<file path="src/rtl/instruction_loader_pkg.sv">
// Shared definitions for the instruction loader: state encoding, halt marker and defaults.
package instruction_loader_pkg;

   localparam logic [2:0] ST_IDLE  = 3'd0;
   localparam logic [2:0] ST_RECV  = 3'd1;
   localparam logic [2:0] ST_WRITE = 3'd2;
   localparam logic [2:0] ST_DONE  = 3'd3;
   localparam logic [2:0] ST_ERROR = 3'd4;

   typedef enum logic [2:0] {
      S_IDLE  = ST_IDLE,
      S_RECV  = ST_RECV,
      S_WRITE = ST_WRITE,
      S_DONE  = ST_DONE,
      S_ERROR = ST_ERROR
   } state_e;

   localparam logic [31:0] HALT_WORD         = 32'hFFFF_FFFF;
   localparam int unsigned DEFAULT_ADDR_STEP = 4;
   localparam int unsigned BYTE_W            = 8;

endpackage

</file>
<file path="src/rtl/instruction_loader_if.sv">
// Byte-stream input and memory write port of the instruction loader.
interface instruction_loader_if #(
   parameter int unsigned NB_ADDR     = 32,
   parameter int unsigned NB_INST     = 32,
   parameter int unsigned NB_ROM_SIZE = 10
);
   logic                   i_start;
   logic [7:0]             i_rx_data;
   logic                   i_rx_valid;
   logic                   o_mem_write;
   logic [NB_ADDR-1:0]     o_mem_address;
   logic [NB_INST-1:0]     o_mem_instruction;
   logic                   o_busy;
   logic                   o_done;
   logic                   o_error;
   logic [NB_ROM_SIZE:0]   o_count;

   modport master (
      output i_start, i_rx_data, i_rx_valid,
      input  o_mem_write, o_mem_address, o_mem_instruction,
             o_busy, o_done, o_error, o_count
   );

   modport slave (
      input  i_start, i_rx_data, i_rx_valid,
      output o_mem_write, o_mem_address, o_mem_instruction,
             o_busy, o_done, o_error, o_count
   );
endinterface

</file>
<file path="src/rtl/instruction_loader_word_assembler.sv">
// Shifts received bytes MSB-first into a word and flags the byte that completes it.
module instruction_loader_word_assembler
   import instruction_loader_pkg::*;
#(
   parameter int unsigned NB_INST = 32
) (
   input  logic               clk,
   input  logic               rst_n,
   input  logic               clear,
   input  logic               shift,
   input  logic [7:0]         data,
   output logic [NB_INST-1:0] word,
   output logic               word_complete_c
);

   logic [1:0] byte_cnt;

   // The 2-bit counter wraps to 0 on the 4th byte, so the next word starts clean.
   always_ff @(posedge clk or negedge rst_n) begin
      if (!rst_n) begin
         word     <= '0;
         byte_cnt <= 2'd0;
      end else if (clear) begin
         word     <= '0;
         byte_cnt <= 2'd0;
      end else if (shift) begin
         word     <= {word[NB_INST-BYTE_W-1:0], data};
         byte_cnt <= byte_cnt + 2'd1;
      end
   end

   assign word_complete_c = shift && (byte_cnt == 2'd3);

endmodule

</file>
<file path="src/rtl/instruction_loader.sv">
// Loads a byte stream into instruction memory word by word, stopping on a halt word or at capacity.
module instruction_loader
   import instruction_loader_pkg::*;
#(
   parameter int unsigned NB_ADDR     = 32,
   parameter int unsigned NB_INST     = 32,
   parameter int unsigned NB_ROM_SIZE = 10,
   parameter int unsigned ADDR_STEP   = DEFAULT_ADDR_STEP
) (
   input logic                 i_clk,
   input logic                 i_reset,
   instruction_loader_if.slave bus
);

   localparam int unsigned        NB_CNT    = NB_ROM_SIZE + 1;
   localparam int unsigned        TAM       = 32'(1) << NB_ROM_SIZE;
   localparam logic [NB_ADDR-1:0] LAST_ADDR = NB_ADDR'(TAM - ADDR_STEP);
   localparam logic [NB_ADDR-1:0] STEP      = NB_ADDR'(ADDR_STEP);

   state_e              state, state_next;
   logic [NB_ADDR-1:0]  addr, addr_next;
   logic [NB_CNT-1:0]   count, count_next;
   logic                mem_write, busy, done, error;
   logic                clear_c, shift_c, word_complete_c;
   logic [NB_INST-1:0]  word;

   // Bytes are accepted in RECV and in the WRITE cycle; a start pulse drops a coincident byte.
   assign shift_c = bus.i_rx_valid && !bus.i_start &&
                    ((state == S_RECV) || (state == S_WRITE));

   instruction_loader_word_assembler #(
      .NB_INST (NB_INST)
   ) u_word_assembler (
      .clk             (i_clk),
      .rst_n           (i_reset),
      .clear           (clear_c),
      .shift           (shift_c),
      .data            (bus.i_rx_data),
      .word            (word),
      .word_complete_c (word_complete_c)
   );

   // Next-state, address and count logic; start restarts the load from any state.
   always_comb begin
      state_next = state;
      addr_next  = addr;
      count_next = count;
      clear_c    = 1'b0;
      if (bus.i_start) begin
         state_next = S_RECV;
         addr_next  = '0;
         count_next = '0;
         clear_c    = 1'b1;
      end else begin
         case (state)
            S_RECV: begin
               if (word_complete_c) begin
                  state_next = (addr <= LAST_ADDR) ? S_WRITE : S_ERROR;
               end
            end
            S_WRITE: begin
               addr_next  = addr + STEP;
               count_next = count + NB_CNT'(1);
               state_next = (word == NB_INST'(HALT_WORD)) ? S_DONE : S_RECV;
            end
            S_IDLE, S_DONE, S_ERROR: state_next = state;
            default:                 state_next = S_IDLE;
         endcase
      end
   end

   // State, counters and flags all register from the next-state decision.
   always_ff @(posedge i_clk or negedge i_reset) begin
      if (!i_reset) begin
         state     <= S_IDLE;
         addr      <= '0;
         count     <= '0;
         mem_write <= 1'b0;
         busy      <= 1'b0;
         done      <= 1'b0;
         error     <= 1'b0;
      end else begin
         state     <= state_next;
         addr      <= addr_next;
         count     <= count_next;
         mem_write <= (state_next == S_WRITE);
         busy      <= (state_next == S_RECV) || (state_next == S_WRITE);
         done      <= (state_next == S_DONE);
         error     <= (state_next == S_ERROR);
      end
   end

   assign bus.o_mem_write       = mem_write;
   assign bus.o_mem_address     = addr;
   assign bus.o_mem_instruction = word;
   assign bus.o_busy            = busy;
   assign bus.o_done            = done;
   assign bus.o_error           = error;
   assign bus.o_count           = count;

endmodule
</file>
<file path="src/flat_wrapper.sv">
// flat-port wrapper written by rule: the top's interface ports become plain ports
module instruction_loader_flat import instruction_loader_pkg::*;
#(
   parameter int unsigned NB_ADDR     = 32,
   parameter int unsigned NB_INST     = 32,
   parameter int unsigned NB_ROM_SIZE = 10,
   parameter int unsigned ADDR_STEP   = DEFAULT_ADDR_STEP
)
  (i_clk, i_reset, bus_i_start, bus_i_rx_data, bus_i_rx_valid, bus_o_mem_write, bus_o_mem_address, bus_o_mem_instruction, bus_o_busy, bus_o_done, bus_o_error, bus_o_count);
  instruction_loader_if #(.NB_ADDR(NB_ADDR), .NB_INST(NB_INST), .NB_ROM_SIZE(NB_ROM_SIZE)) bus_i ();
  input logic i_clk;
  input logic i_reset;
  input wire logic [$bits(bus_i.i_start)-1:0] bus_i_start;
  input wire logic [$bits(bus_i.i_rx_data)-1:0] bus_i_rx_data;
  input wire logic [$bits(bus_i.i_rx_valid)-1:0] bus_i_rx_valid;
  output wire logic [$bits(bus_i.o_mem_write)-1:0] bus_o_mem_write;
  output wire logic [$bits(bus_i.o_mem_address)-1:0] bus_o_mem_address;
  output wire logic [$bits(bus_i.o_mem_instruction)-1:0] bus_o_mem_instruction;
  output wire logic [$bits(bus_i.o_busy)-1:0] bus_o_busy;
  output wire logic [$bits(bus_i.o_done)-1:0] bus_o_done;
  output wire logic [$bits(bus_i.o_error)-1:0] bus_o_error;
  output wire logic [$bits(bus_i.o_count)-1:0] bus_o_count;
  assign bus_i.i_start = bus_i_start;
  assign bus_i.i_rx_data = bus_i_rx_data;
  assign bus_i.i_rx_valid = bus_i_rx_valid;
  assign bus_o_mem_write = bus_i.o_mem_write;
  assign bus_o_mem_address = bus_i.o_mem_address;
  assign bus_o_mem_instruction = bus_i.o_mem_instruction;
  assign bus_o_busy = bus_i.o_busy;
  assign bus_o_done = bus_i.o_done;
  assign bus_o_error = bus_i.o_error;
  assign bus_o_count = bus_i.o_count;
  instruction_loader #(.NB_ADDR(NB_ADDR), .NB_INST(NB_INST), .NB_ROM_SIZE(NB_ROM_SIZE), .ADDR_STEP(ADDR_STEP)) u_core (.i_clk(i_clk), .i_reset(i_reset), .bus(bus_i));
endmodule
</file>
<file path="config.mk">
export PLATFORM = sky130hd
export DESIGN_NAME = instruction_loader_flat
export DESIGN_NICKNAME = d
export VERILOG_FILES = /design/src/rtl/instruction_loader_pkg.sv /design/src/rtl/instruction_loader_if.sv /design/src/rtl/instruction_loader_word_assembler.sv /design/src/rtl/instruction_loader.sv /design/src/flat_wrapper.sv
export SDC_FILE = /design/constraint.sdc
export NUM_CORES = 1
export LEC_CHECK = 0
export CAP_MARGIN = 20
export CORE_ASPECT_RATIO = 0.6
export CORE_UTILIZATION = 54
export DETAILED_ROUTE_END_ITERATION = 16
export MAX_ROUTING_LAYER = met4
export PLACE_DENSITY = 0.91
export REMOVE_ABC_BUFFERS = 1
export SETUP_SLACK_MARGIN = 0.2
export SLEW_MARGIN = 0
export SYNTH_ARGS = -nofsm -noshare
export SYNTH_HDL_FRONTEND = slang
export SYNTH_SLANG_ARGS = --single-unit
</file>
<file path="constraint.sdc">
create_clock -name i_clk -period 3.5 [get_ports i_clk]
set_input_delay 0.7 -clock i_clk [delete_from_list [all_inputs] [get_ports i_clk]]
set_output_delay 0.7 -clock i_clk [all_outputs]
set_load 0.005 [all_outputs]
</file>
==> results of run 1 <==
==> cell type report <==
class                   instances  area [sq um]  share of cell area
clock inverters                 4          50.0             0.00961
well taps                      87           109              0.0209
flip-flops and latches         82          2050               0.394
clock buffers                  12           256              0.0492
repair buffers                 94           938               0.180
multi-input cells             315          1780               0.342
inverters                       6          22.5             0.00432
==> logic make-up (layout without fill, tap and decap cells) <==
logic type               Yosys count  in the layout  synth area share
buffers and inverters             33            116            0.0356
AO/OA/AOI/OAI                     66             66            0.0958
AND/OR/NAND/NOR                  213            213             0.267
other                              1              2          0.000944
adder cells (fa/ha/maj)            3              3           0.00945
multiplexers                      11             11            0.0306
XOR/XNOR                          20             20            0.0441
flip-flops                        82             82             0.517
==> sequential cells by signal (all words and copies together) (netlist names) <==
register                          flops
u_core.bus.o_busy                     1
u_core.state                          3
u_core.bus.o_count                   11
u_core.bus.o_mem_address             30
u_core.u_word_assembler.word         32
u_core.bus.o_mem_write                1
u_core.u_word_assembler.byte_cnt      2
u_core.bus.o_error                    1
u_core.bus.o_done                     1
==> critical path: stages (launching register included) <==
cell      delay, ps
dfrtp_1         600
nor4bb_1        870
nand3_1         250
or3_1           400
a21oi_1         150
==> power breakdown <==
group          internal (W)  leakage [nW]  switching [W]
Sequential         0.000961          1.13      0.0000151
Clock              0.000590         0.145       0.000368
Combinational     0.0000463         0.853      0.0000693
==> layer usage <==
layer	vias up	track usage
met1	1744	0.386
li1	1650	-
met3	15	0.0815
met5	-	-
met2	182	0.436
met4	0	0.0800
==> worst max-delay path by stage <==
stage               slack [ps]                                         endpoint
CTS                       1190               u_core.bus.o_count[10]$_DFFE_PN0N_
global placement          1170  u_core.u_word_assembler.byte_cnt[0]$_DFFE_PN0P_
floorplan                 1280         u_core.bus.o_mem_address[31]$_DFFE_PN0N_
detailed placement        1150  u_core.u_word_assembler.byte_cnt[0]$_DFFE_PN0P_
finish                    1150               u_core.bus.o_count[10]$_DFFE_PN0N_
global route               900               u_core.bus.o_count[10]$_DFFE_PN0N_
==> placed cells by master (no fill, tap or decap), types with 2 or more instances in the layout <==
| cell | instances |
|---|---|
| nand2_1 | 83 |
| a211oi_1 | 2 |
| nor2b_1 | 8 |
| conb_1 | 2 |
| o21ai_0 | 6 |
| nand3_1 | 11 |
| and4_1 | 5 |
| ha_1 | 3 |
| nand4_1 | 20 |
| o21bai_1 | 2 |
| and3_1 | 5 |
| xnor2_1 | 6 |
| mux2_2 | 9 |
| dfrtp_1 | 82 |
| or4_1 | 5 |
| buf_4 | 6 |
| mux2i_1 | 2 |
| a21oi_1 | 45 |
| clkdlybuf4s50_1 | 86 |
| inv_1 | 6 |
| and2_1 | 4 |
| nor3_1 | 10 |
| or3_1 | 6 |
| nor2_1 | 37 |
| o31ai_1 | 5 |
| nor4_1 | 9 |
| clkbuf_16 | 9 |
| clkinvlp_4 | 2 |
| xor2_1 | 14 |
| clkbuf_8 | 2 |
| nor4bb_1 | 2 |
==> stage by stage <==
stage	total power [W]	hold slack, ps	area (sq um)	instances	utilization
floorplan	0.00102	404	3860	403	-
global placement	0.00110	516	4880	583	0.709
detailed placement	0.00110	536	4880	583	0.709
CTS	0.00205	543	5180	599	0.754
global route	0.00211	179	5210	600	0.758
finish	0.00205	185	5210	600	0.758
==> metrics, run 1 <==
worst skew pair latency=330 ps; Core Area=0.00688 sq mm; Setup CP Type=reg -> reg; clk_skew=5.84 ps; 1st-pass router iterations=5; CTS tree=built; ys flop type=dfrtp_1; pins over their slew limit=0; clock root buffer=clkbuf_16; Cells after Synth=429; Top Metal Used=met4; Tmin final=2350 ps; remaining global-route overflow=0; via count=3,591; reg2reg path depth=4; critical path required time=3760 ps; Post-Syn Area=0.00397 sq mm; vias in the first global route=3,361; Met3 Wirelength=844 um; layout cell share with drive strength beyond 1=0.0702; CP Launch Point=u_core.state[1]$_DFF_PN0_; wire per inst=17.1 um; Die Area=0.00771 sq mm; share of flip-flops with an asynchronous set or reset=1.00; Metal-1 WL=4680 um; Area Growth Syn to Fin=31.2%; IO Port Bufs=88; Critical Path Sink Type=flip-flop; cell taking the most area after synthesis=dfrtp_1; RSZ-0062 raised after global routing=no; Worst setup SP type=flip-flop; # IOs=91; CTS max path bufs=2; Max Clk Rate=425 MHz; WL final=10,300 um; Critical R2R Capture=u_core.bus.o_count[10]$_DFFE_PN0N_; synthesis warning total=0; Seq cells post-synth=82; VDD IR max=260 uV; Resized Gates After CTS=0; hold-fix buffer count after cts=0; worst-margin pin slew=1030 ps; overall routing resource usage=0.289; MaxCap Viol Count=0; max_slew headroom=0.301; row cnt=23; Pleak=2.12 nW; Yosys top cell area share=0.517; final setup vio count=0; Hold Path Class=in -> async; # diodes=0; EDFF count, synth=0; H-tree depth=3; worst-path maximum fanout=13; Worst Path Arrival=2610 ps; status=finished clean; Die Width=113 um; detailed route wirelength on metal2=4610 um; post-route setup TNS=0 ps; FF-to-FF Start=u_core.state[1]$_DFF_PN0_; CTS Sinks=82; sequential area share after synthesis=0.517; count leader, synth=nand2_1; antenna violations before repair=0; setup slack after layout=1150 ps; Post-CTS Setup Bufs=0; Die Ht=68.4 um; power per cell area=393 mW/mm^2; Reg2Reg Setup Slack=1150 ps; first-pass GRT wire length=16,500 um; cts bufs inserted=9; crit share post-route=0.672; post-synthesis cell type count=45; drt first-iter violations=303; Avg Synthesized Cell Area=9.26 sq um; Via-to-Cell Ratio=5.99; Layout Nets=523; DRC=0; post-DP HPWL=6840 um; Initial Util=0.577; clock slew at reported path FFs=60 ps; top cells by count, synth=83 x nand2_1, 82 x dfrtp_1, 45 x a21oi_1, 37 x nor2_1; Synth area leaders=dfrtp_1 52%, nand2_1 7.8%, a21oi_1 5.7%; Setup WS pre-CTS=1150 ps; largest net degree at the start of global routing=83; Fill cells=470; Final Hold Violating Endpoints=0; routability cong.=0.850; DRT antenna net count=0
Power figures use the tool's default switching activity.
==> inputs of run 2 (changes only) <==
CORE_UTILIZATION = 45   (was 54)
PLACE_DENSITY = 0.82   (was 0.91)
clock period = 1.95 ns   (was 3.5 ns; I/O delays follow)
==> run 2 against run 1 <==
  * Sequential power up 79%
  * Via count up 8.1%
  * Clock power rose by 75%
  * Clock skew increased by 3.4 ps
  * Wire length up 16%
==> metrics, run 2 (synthesized netlist as in run 1, its figures left out) <==
Die Width=123 um (was 113 um); crit share post-route=0.962 (was 0.672); IO Port Bufs=88 (unchanged); first-pass GRT wire length=17,400 um (was 16,500 um); worst hold stages=3; Via-to-Cell Ratio=5.82 (was 5.99); row cnt=26 (was 23); post-DP HPWL=7250 um (was 6840 um); Critical R2R Capture=u_core.state[2]$_DFF_PN0_ (was u_core.bus.o_count[10]$_DFFE_PN0N_); pins over their slew limit=0 (unchanged); largest net degree at the start of global routing=54 (was 83); Non-Filler Instances=667 (was 600); Worst Path Arrival=2070 ps (was 2610 ps); commonest non-fill, non-tap cells in the layout=82 x nand2_1, 76 x clkdlybuf4s50_1, 76 x dfrtp_1 (was 86 x clkdlybuf4s50_1, 83 x nand2_1, 82 x dfrtp_1); Reg2Reg Setup Slack=70 ps (was 1150 ps); Final Hold Violating Endpoints=0 (unchanged); clk_skew=9.24 ps (was 5.84 ps); vias in the first global route=3,353 (was 3,361); DRT antenna net count=0 (unchanged); wire per inst=17.8 um (was 17.1 um); CTS tree=built (unchanged); Largest Register=u_core.u_word_assembler.word (unchanged); MaxCap Viol Count=0 (unchanged); drt first-iter violations=389 (was 303); final setup vio count=0 (unchanged); Setup WS pre-CTS=94.9 ps (was 1150 ps); Layout Nets=565 (was 523); overall routing resource usage=0.259 (was 0.289); Setup CP Type=reg -> reg (unchanged); RSZ-0062 raised after global routing=yes (was no); clock slew at reported path FFs=60 ps (about the same); Die Area=0.00922 sq mm (was 0.00771 sq mm); DP Cell Count=630 (was 583); Initial Util=0.466 (was 0.577); power per cell area=634 mW/mm^2 (was 393 mW/mm^2); via count=3,882 (was 3,591); setup slack after layout=74.9 ps (was 1150 ps); # IOs=91 (unchanged); CTS Sinks=82 (unchanged); Die Ht=74.8 um (was 68.4 um); Max Clk Rate=533 MHz (was 425 MHz); max reg flops=32 (unchanged); clock root buffer=clkbuf_16 (unchanged); reg2reg path depth=4 (unchanged); Worst setup SP type=flip-flop (unchanged); 1st-pass router iterations=7 (was 5); Tmin final=1880 ps (was 2350 ps); cts bufs inserted=9 (unchanged); Hold Path Class=in -> reg (was in -> async); most common cell after layout, fill and taps aside=nand2_1 (was clkdlybuf4s50_1); Critical Path End=u_core.state[2]$_DFF_PN0_ (was u_core.bus.o_count[10]$_DFFE_PN0N_); worst-path maximum fanout=6 (was 13); DRC=0 (unchanged); H-tree depth=3 (unchanged); CP Launch Point=u_core.bus.o_mem_address[21]$_DFFE_PN0N_ (was u_core.state[1]$_DFF_PN0_); # diodes=0 (unchanged); post-route setup TNS=0 ps (unchanged); worst skew pair latency=340 ps (was 330 ps); Hold Path Origin=bus_i_start; Core Area=0.00852 sq mm (was 0.00688 sq mm); remaining global-route overflow=0 (unchanged); status=finished clean (unchanged); Pleak=2.59 nW (was 2.12 nW); CTS max path bufs=2 (unchanged); routability cong.=0.872 (was 0.850); VDD IR max=509 uV (was 260 uV); antenna violations before repair=0 (unchanged); WL final=11,900 um (was 10,300 um); critical path required time=2140 ps (was 3760 ps); Fill cells=631 (was 470); Critical Path Sink Type=flip-flop (unchanged); Area Growth Syn to Fin=45.3% (was 31.2%); layout cell share with drive strength beyond 1=0.177 (was 0.0702); FF-to-FF Start=u_core.bus.o_mem_address[21]$_DFFE_PN0N_ (was u_core.state[1]$_DFF_PN0_)
run 2: cell types whose count changed in the layout (fill, tap and decap cells not counted), sizes merged:
cell	before	now
clkinv	1	2
clkdlybuf4s50	86	76
dlygate4sd3	0	1
clkinvlp	2	1
or3	7	9
dlymetal6s2s	0	10
buf	8	47
run 2: timing repair:
action	4_1_cts	5_1_grt
buffers inserted	5	13
endpoints found under the setup margin	18	40
gates cloned	1	1
endpoints found under the hold margin	12	0
gates resized for setup	14	36
pin swaps	4	11
hold buffers	1	0
run 2: worst min path at each step:
stage	to	slack, ps
6_report	u_core.state[1]$_DFF_PN0_	410
4_1_cts	u_core.state[1]$_DFF_PN0_	390
3_5_place_dp	u_core.u_word_assembler.word[2]$_DFFE_PN0P_	250
5_1_grt	u_core.state[1]$_DFF_PN0_	430
3_3_place_gp	u_core.u_word_assembler.word[3]$_DFFE_PN0P_	250
2_1_floorplan	u_core.bus.o_busy$_DFF_PN0_	90
run 2: metrics by stage:
| stage | instance area (sq um) | util | total power [W] | hold slack [ps] |
|---|---|---|---|---|
| 2_1_floorplan | 3860 | - | 0.00184 | 94.4 |
| 3_3_place_gp | 5110 | 0.600 | 0.00200 | 253 |
| 3_5_place_dp | 5110 | 0.600 | 0.00200 | 255 |
| 4_1_cts | 5520 | 0.648 | 0.00368 | 393 |
| 5_1_grt | 5770 | 0.677 | 0.00378 | 426 |
| 6_report | 5770 | 0.677 | 0.00366 | 408 |
run 2: final cells by class:
cell class                      count  area [sq um]  area share
Tap cell                          112           140      0.0243
Clock inverter                      4          51.3     0.00889
Clock buffer                       12           246      0.0427
Inverter                            6          22.5     0.00390
Timing Repair Buffer              134          1310       0.228
Multi-Input combinational cell    317          1940       0.336
Sequential cell                    82          2060       0.357
run 2: worst max-delay path: stages (launching register included):
cell      delay [ps]
dfrtp_1          450
nor4_1           430
nand4_1          350
o211ai_1         350
a211oi_1         150
run 2: per-layer routing:
layer / routed length [um] / track usage
met1: 5150 / 0.366
met2: 5470 / 0.372
met3: 998 / 0.0538
met4: 278 / 0.0830
met5: 0 / -
run 2: report_power, final:
part	switching [W]	internal, W
Combinational	0.000131	0.0000940
Sequential	0.0000244	0.00172
Clock	0.000657	0.00103
Total	0.000813	0.00285
